===== config.mk =====
export PLATFORM = sky130hd
export DESIGN_NAME = buffer_ptr_ctrl_flat
export DESIGN_NICKNAME = d
export VERILOG_FILES = /design/src/rtl/buffer_ptr_ctrl_if.sv /design/src/rtl/buffer_ptr_ctrl.sv /design/src/flat_wrapper.sv
export SDC_FILE = /design/constraint.sdc
export NUM_CORES = 1
export LEC_CHECK = 0
export ABC_AREA = 1
export BUFFER_PORTS_ARGS = -buffer_cell sky130_fd_sc_hd__buf_4
export CAP_MARGIN = 20
export CORE_AREA = 2 2 39 41
export CTS_CLUSTER_DIAMETER = 100
export DETAILED_ROUTE_END_ITERATION = 8
export DIE_AREA = 0 0 41 43
export GPL_TIMING_DRIVEN = 0
export HOLD_SLACK_MARGIN = 0.12
export PLACE_DENSITY = 0.79
export SYNTH_ARGS = -nofsm -noshare
export SYNTH_HDL_FRONTEND = slang
export SYNTH_SLANG_ARGS = --single-unit

===== constraint.sdc =====
create_clock -name clk -period 1.6 [get_ports clk]
set_input_delay 0.32 -clock clk [delete_from_list [all_inputs] [get_ports clk]]
set_output_delay 0.32 -clock clk [all_outputs]
set_load 0.02 [all_outputs]

===== src/rtl/buffer_ptr_ctrl_if.sv =====
// ---------------------------------------------------------------------------
// buffer_ptr_ctrl_if
//
// Groups the handshake and buffer-control signals of buffer_ptr_ctrl.
//
//   clear       flush request (synchronous)
//   in_valid    upstream burst available
//   in_ready    space for one full burst
//   out_ready   consumer accepts the current window
//   out_valid   a complete window is present
//   write_en    buffer load strobe for the current burst
//   write_addr  buffer slot for burst element 0
//   read_addr   buffer slot for window element 0
//   count       number of unread elements held
//   full        count == SIZE
//   empty       count == 0
//
// Modports:
//   master - the surrounding system (producer, consumer, buffer).
//   slave  - the pointer controller itself.
// ---------------------------------------------------------------------------
interface buffer_ptr_ctrl_if #(
    parameter int SIZE = 8
);
    localparam int PTR_W = $clog2(SIZE);
    localparam int CNT_W = $clog2(SIZE + 1);

    logic             clear;
    logic             in_valid;
    logic             in_ready;
    logic             out_ready;
    logic             out_valid;
    logic             write_en;
    logic [PTR_W-1:0] write_addr;
    logic [PTR_W-1:0] read_addr;
    logic [CNT_W-1:0] count;
    logic             full;
    logic             empty;

    modport master (
        output clear, in_valid, out_ready,
        input  in_ready, out_valid, write_en, write_addr, read_addr,
               count, full, empty
    );

    modport slave (
        input  clear, in_valid, out_ready,
        output in_ready, out_valid, write_en, write_addr, read_addr,
               count, full, empty
    );
endinterface


===== src/rtl/buffer_ptr_ctrl.sv =====
// ---------------------------------------------------------------------------
// buffer_ptr_ctrl
//
// Pointer and occupancy controller for a circular window buffer. Accepts
// WRITE_SIZE-element bursts upstream, presents READ_SIZE-element windows
// downstream and advances the read window by STRIDE per accepted window.
// Occupancy tracking keeps the buffer from overwriting unread data and from
// presenting an incomplete window.
//
// Ports:
//   clk   single clock, rising edge
//   rst   asynchronous, active-low reset
//   bus   buffer_ptr_ctrl_if.slave (handshakes, buffer pointers, status)
//
// Parameters:
//   SIZE        buffer depth in elements (power of two, >= 2)
//   WRITE_SIZE  elements per accepted burst (1..SIZE)
//   READ_SIZE   elements per output window (1..SIZE)
//   STRIDE      elements freed per accepted window (1..READ_SIZE)
// ---------------------------------------------------------------------------
module buffer_ptr_ctrl #(
    parameter int SIZE       = 8,
    parameter int WRITE_SIZE = 2,
    parameter int READ_SIZE  = 2,
    parameter int STRIDE     = 1
) (
    input logic               clk,
    input logic               rst,
    buffer_ptr_ctrl_if.slave  bus
);
    localparam int PTR_W = $clog2(SIZE);
    localparam int CNT_W = $clog2(SIZE + 1);

    // Pointer steps; WRITE_SIZE == SIZE folds to a zero step, which is the
    // correct modulo-SIZE advance.
    localparam logic [PTR_W-1:0] WR_STEP = PTR_W'(WRITE_SIZE % SIZE);
    localparam logic [PTR_W-1:0] RD_STEP = PTR_W'(STRIDE % SIZE);

    // Thresholds on the registered count.
    localparam logic [CNT_W-1:0] SPACE_LIMIT = CNT_W'(SIZE - WRITE_SIZE);
    localparam logic [CNT_W-1:0] WINDOW_MIN  = CNT_W'(READ_SIZE);
    localparam logic [CNT_W-1:0] FULL_COUNT  = CNT_W'(SIZE);

    localparam logic [CNT_W:0] CNT_ADD = (CNT_W + 1)'(WRITE_SIZE);
    localparam logic [CNT_W:0] CNT_SUB = (CNT_W + 1)'(STRIDE);

    logic [PTR_W-1:0] wr_ptr;
    logic [PTR_W-1:0] rd_ptr;
    logic [CNT_W-1:0] count;

    logic             space_ok;
    logic             window_ok;
    logic             push;
    logic             pop;
    logic [CNT_W:0]   count_next;

    // Space is judged on the registered count only: a pop in this cycle does
    // not make room for a push in the same cycle.
    assign space_ok  = (count <= SPACE_LIMIT);
    assign window_ok = (count >= WINDOW_MIN);

    // in_ready is gated by rst so no handshake can complete while the
    // controller is held in reset.
    assign bus.in_ready  = rst & space_ok;
    assign bus.out_valid = window_ok;

    assign push = bus.in_valid & bus.in_ready & ~bus.clear;
    assign pop  = window_ok & bus.out_ready & ~bus.clear;

    assign bus.write_en   = push;
    assign bus.write_addr = wr_ptr;
    assign bus.read_addr  = rd_ptr;
    assign bus.count      = count;
    assign bus.full       = (count == FULL_COUNT);
    assign bus.empty      = (count == '0);

    // One wider bit keeps count + WRITE_SIZE from overflowing before STRIDE
    // is taken off; the handshake thresholds keep the final value in 0..SIZE.
    always_comb begin
        // NOTE: every always_comb output gets a default first so no path can
        // leave it unassigned and infer a latch.
        count_next = {1'b0, count};
        if (push) begin
            count_next = count_next + CNT_ADD;
        end
        if (pop) begin
            count_next = count_next - CNT_SUB;
        end
    end

    // NOTE: sequential state uses non-blocking assignments so every register
    // samples the pre-edge values regardless of statement order.
    always_ff @(posedge clk or negedge rst) begin
        if (!rst) begin
            wr_ptr <= '0;
            rd_ptr <= '0;
            count  <= '0;
        end else if (bus.clear) begin
            wr_ptr <= '0;
            rd_ptr <= '0;
            count  <= '0;
        end else begin
            if (push) begin
                wr_ptr <= wr_ptr + WR_STEP;
            end
            if (pop) begin
                rd_ptr <= rd_ptr + RD_STEP;
            end
            count <= CNT_W'(count_next);
        end
    end
endmodule


===== src/flat_wrapper.sv =====
// flat-port wrapper written by rule: the top's interface ports become plain ports
module buffer_ptr_ctrl_flat 
#(
    parameter int SIZE       = 8,
    parameter int WRITE_SIZE = 2,
    parameter int READ_SIZE  = 2,
    parameter int STRIDE     = 1
)
  (clk, rst, bus_clear, bus_in_valid, bus_out_ready, bus_in_ready, bus_out_valid, bus_write_en, bus_write_addr, bus_read_addr, bus_count, bus_full, bus_empty);
  buffer_ptr_ctrl_if #(.SIZE(SIZE)) bus_i ();
  input logic clk;
  input logic rst;
  input wire logic [$bits(bus_i.clear)-1:0] bus_clear;
  input wire logic [$bits(bus_i.in_valid)-1:0] bus_in_valid;
  input wire logic [$bits(bus_i.out_ready)-1:0] bus_out_ready;
  output wire logic [$bits(bus_i.in_ready)-1:0] bus_in_ready;
  output wire logic [$bits(bus_i.out_valid)-1:0] bus_out_valid;
  output wire logic [$bits(bus_i.write_en)-1:0] bus_write_en;
  output wire logic [$bits(bus_i.write_addr)-1:0] bus_write_addr;
  output wire logic [$bits(bus_i.read_addr)-1:0] bus_read_addr;
  output wire logic [$bits(bus_i.count)-1:0] bus_count;
  output wire logic [$bits(bus_i.full)-1:0] bus_full;
  output wire logic [$bits(bus_i.empty)-1:0] bus_empty;
  assign bus_i.clear = bus_clear;
  assign bus_i.in_valid = bus_in_valid;
  assign bus_i.out_ready = bus_out_ready;
  assign bus_in_ready = bus_i.in_ready;
  assign bus_out_valid = bus_i.out_valid;
  assign bus_write_en = bus_i.write_en;
  assign bus_write_addr = bus_i.write_addr;
  assign bus_read_addr = bus_i.read_addr;
  assign bus_count = bus_i.count;
  assign bus_full = bus_i.full;
  assign bus_empty = bus_i.empty;
  buffer_ptr_ctrl #(.SIZE(SIZE), .WRITE_SIZE(WRITE_SIZE), .READ_SIZE(READ_SIZE), .STRIDE(STRIDE)) u_core (.clk(clk), .rst(rst), .bus(bus_i));
endmodule

=== Word-level counts from Yosys, hierarchy flattened ===
Index checks and enable logic that the tools add are counted.

* Register bits after elaboration: 10
* Word-level logic and storage cells: 26
* Input bits: 5
* Output and inout port bits: 15

* Magnitude comparators: 2
* Reduce and logical (&&, ||, !) cells: 3
* Add/subtract/negate cells: 4
* Bitwise gates (word level): 6
* Mux-type cells: 7
* Equality and inequality tests: 1

{| class="wikitable"
|+ Operators by type and width
! cell !! count
|-
| 3-bit two-way mux || 4
|-
| 4-bit two-way mux || 3
|-
| 1-bit AND || 5
|-
| 4-bit by 2-bit adder with 4-bit output (second input constant) || 1
|-
| 4-bit == test (second input constant) || 1
|-
| 4-bit by 2-bit greater-or-equal comparator with 1-bit output (second input constant) || 1
|-
| 4-bit by 3-bit <= comparator with 1-bit output (second input constant) || 1
|-
| 4-bit zero test || 1
|-
| 2-bit nonzero test || 2
|-
| 4-bit by 1-bit subtractor with 4-bit output (second input constant) || 1
|-
| 3-bit by 1-bit adder with 3-bit output (second input constant) || 1
|-
| 3-bit by 2-bit adder with 3-bit output (second input constant) || 1
|-
| 1-bit NOT || 1
|}

=== Logic depth before layout (Yosys ltp) ===
* Depth in word-level cells: 8
* Gate-level depth with buffers: 10
* Depth with buffers taken out: 10

=== Least setup slack after synthesis ===
Ideal clock, no wire load.

* Path kind: register to register
* Start: register u_core.count[2], in the netlist u_core.bus.count[2]
* End: register u_core.count[1], in the netlist u_core.bus.count[1]
* Data required time: 1527 ps
* Arrival time: 1532 ps
* Slack: -5 ps
* Period minus slack after synthesis: 1605 ps
* Setup time: 73 ps
* Stages on the path, launching flop included: 9
* Path buffers: 0
* Cell sequence: dfrtp_1 -> inv_1 -> ha_1 -> nand2_1 -> nand2_1 -> nand2_2 -> nor2_2 -> or2_1 -> a21oi_2

* Elaborated cells between the ends (all ways): 11
* Those cells by class: add/sub (1); order compare (2); mux (3); bitwise (5)

{| class="wikitable"
|+ RTL lines
! what !! RTL line !! RTL
|-
| from (decl) || buffer_ptr_ctrl.sv:49 || <nowiki>logic [CNT_W-1:0] count;</nowiki>
|-
| from (signal assigned) || buffer_ptr_ctrl.sv:109 || <nowiki>count <= CNT_W'(count_next);</nowiki>
|-
| 4-bit by 2-bit greater-or-equal comparator with 1-bit output || buffer_ptr_ctrl.sv:60 || <nowiki>assign window_ok = (count >= WINDOW_MIN);</nowiki>
|-
| via bus_out_valid || flat_wrapper.sv:17 || <nowiki>output wire logic [$bits(bus_i.out_valid)-1:0] bus_out_valid;</nowiki>
|-
| 1-bit AND (2 in series) || buffer_ptr_ctrl.sv:68 || <nowiki>assign pop = window_ok & bus.out_ready & ~bus.clear;</nowiki>
|-
| 4-bit two-way mux || buffer_ptr_ctrl.sv:86 || <nowiki>if (pop) begin</nowiki>
|-
| 4-bit two-way mux || buffer_ptr_ctrl.sv:98 || <nowiki>end else if (bus.clear) begin</nowiki>
|}

The timed path passes the listed nets, and every way through them passes these cells.
A chain may end at the register's enable or synchronous reset.

=== Final worst setup path ===
* Start: register u_core.count[1], in the netlist u_core.bus.count[1]
* End: output bus_out_valid

* Cells in the longest elaborated chain, start to end: 1

{| class="wikitable"
|+ Ends and longest elaborated chain
! what !! RTL line
|-
| 4-bit by 2-bit greater-or-equal comparator with 1-bit output || buffer_ptr_ctrl.sv:60
|-
| to (decl) || flat_wrapper.sv:17
|}

Every way passes these cells.

==> qor.csv <==
metric;value;unit
die_h;43;um
grt_pass1_vias;503;
fin_crit_sh;101;%
crit_path_start;u_core.bus.count[1];
r2r-start;u_core.bus.count[2];
initial_core_util;39.5;%
worst_slack;-0.0141;ns
grt_max_degree;10;
grt-ovfl-total;0;
final.setup.tns;-0.0141;ns
hp-start;bus_clear;
cp_data_arrival_time;1.29;ns
core_area;0.00138;mm^2
io_buffer_count;18;
drtIter0Drc;8;
grt_pass1_wl;2010;um
synth_seq_cells;9;
ir_drop;869;uV
place_hpwl;926;um
cts_tree;done;
holdWs;0.236;ns
crit_type;register to output port;
cpMostUsedCell;nand2_1;
synth_seq_area_share;41.2;%
antenna_found_initial;0;
cts.clk_slew.worst_paths;0.06;ns
start_kind;register;
synth_top_cell_area_share;41.2;%
post_synth_num_cell_types;21;
clockBufferDepth;2;
end_kind;output port;
dp_slack;0.134;ns
clock_latency;0.27;ns
num_vias;539;
dr.pass1.iters;4;
synth_area_leaders;dfrtp_1 41%, nand2_1 11%, ha_1 6.9%, inv_1 6.2%, nand3_1 4.6%;
p_per_area;1990;mW/mm^2
synthCells;70;
dieWidth;41;um
cts_buffers;3;
syn-cell-area;547;um^2
outcome;finished with violations;
avgRoutedWirePerCell;11.2;um
crit_path_max_incr_delay;0.45;ns
syn_avg_cell_area;7.81;um^2
rsz0062_at_grt;true;
postRouteAntennaNets;0;
final_max_slew_viol_count;0;
synth_top_area_cell;dfrtp_1;
fin_util;55.2;%
critPathRequiredTime;1.28;ns
leakage;0.415;nW
gp_congestion;0.719;
placed_cells;104;
gr-usage-all-layers;17.1;%
finalNonFillerCells;112;
final.min_clock_period;1.61;ns
violations;setup timing;
io_pins;20;
worstPathCellList;ha_1, nand2_1, nand2_1, buf_4;
syn_nets;78;
setup_violations;1;
yosys_warnings;0;
dieArea;0.00176;mm^2
cts_sinks;9;
wl;1260;um
fillCellCount;135;
h-tree-depth;1;
std_cell_rows;14;
cts-root-buf;clkbuf_4;
holdCritPathClass;primary input to register;
antennaDiodeCount;0;
skew;0.00344;ns
via_per_inst;4.81;
cp_slowest_cell;dfrtp_2;
drcViolationCount;0;
cp_max_fo;8;
areaGrowthSynthToFinish;39.8;%
drive_gt1_share;37.5;%
drv_cap;0;
final_hold_viol_count;0;
fmaxAchievable;0.620;GHz
fin_nets;105;
cells in the mapped netlist:
master   count
nand2_1     16
dfrtp_1      9
inv_1        9
nand3_1      5
nor2_1       5
a21oi_1      4
ha_1         3
o21ai_0      3
nand2_2      2
nor2_2       2
nor3_1       2
a21oi_2      1
buf_4        1
conb_1       1
nand3_2      1
nand4_1      1
nor2_4       1
nor4_1       1
o21a_1       1
or2_1        1
xor2_1       1
worst max-delay path, delay by kind of cell, from the launching register on:
family | cells | cell delay, ns
adder cells (fa/ha/maj) | 1 | 0.22
flip-flops | 1 | 0.45
buffers and inverters | 1 | 0.18
AND/OR/NAND/NOR | 2 | 0.17
flip-flops by register name (all words and copies together) (netlist names):
register	cells
u_core.bus.count	4
u_core.bus.read_addr	3
u_core.bus.write_addr	2
metrics by stage:
stage	total power, mW	cell area [um^2]
after floorplan	0.953	548
after global placement	1.26	703
after detailed placement	1.29	703
after CTS	1.47	741
after global routing	1.64	764
final	1.52	764
power breakdown:
| part | switching [mW] | leakage, nW | total, mW | internal, mW |
|---|---|---|---|---|
| combinational | 0.545 | 0.283 | 0.935 | 0.390 |
| clock | 0.0820 | 0.0150 | 0.178 | 0.0963 |
| sequential | 0.101 | 0.117 | 0.407 | 0.305 |
| total | 0.728 | 0.415 | 1.52 | 0.792 |
area by class of cell:
type	instances	area (um^2)	share of cell area, %
well taps	16	20.0	2.62
plain buffers	1	7.51	0.982
inverters	9	33.8	4.42
clock buffers	4	26.3	3.44
repair buffers	22	168	21.9
multi-input cells	51	280	36.7
flip-flops and latches	9	229	30.0
placed cells by master (no fill, tap or decap), drive strengths merged, types with 2 or more instances in the layout:
cell type	netlist	routed
buf	1	22
a21oi	5	5
ha	3	3
clkbuf	0	4
nand2	18	18
dfrtp	9	9
nor2	8	8
nor3	2	2
inv	9	9
o21ai	3	3
nand3	6	6
per-layer routing:
metal,up-vias,wire length (um),track usage [%]
met4,0,14,8.00
met1,242,525,22.3
met2,18,629,26.3
li1,275,-,-
met3,4,86,3.14
met5,-,0,0
cells by family (layout without fill, tap and decap cells):
kind of cell	count (synthesis)	after routing	synth area share, %
buffers and inverters	10	36	7.55
AO/OA/AOI/OAI	9	9	9.38
XOR/XNOR	1	1	1.60
AND/OR/NAND/NOR	37	37	32.7
other	1	1	0.686
flip-flops	9	9	41.2
adder cells (fa/ha/maj)	3	3	6.87
repair_timing:
item	CTS	global route
resized for setup	1	2
gates cloned	0	0
setup buffers	0	3
hold buffers	1	0
pin swaps	0	1
setup endpoints to repair	1	5
hold endpoints to repair	9	0
final timing paths:
kind                                                end  slack, ns  depth (start not counted)
worst max-delay path                      bus_out_valid      -0.01                          4
worst min-delay path                u_core.bus.count[1]       0.24                          2
worst max register to register      u_core.bus.count[3]       0.13                         10
worst min register to register  u_core.bus.read_addr[2]       0.47                          1
max in group asynchronous           u_core.bus.count[1]       0.75                          2
min in group asynchronous           u_core.bus.count[0]       0.52                          2
Note: power is estimated with default switching activity, not from simulation.
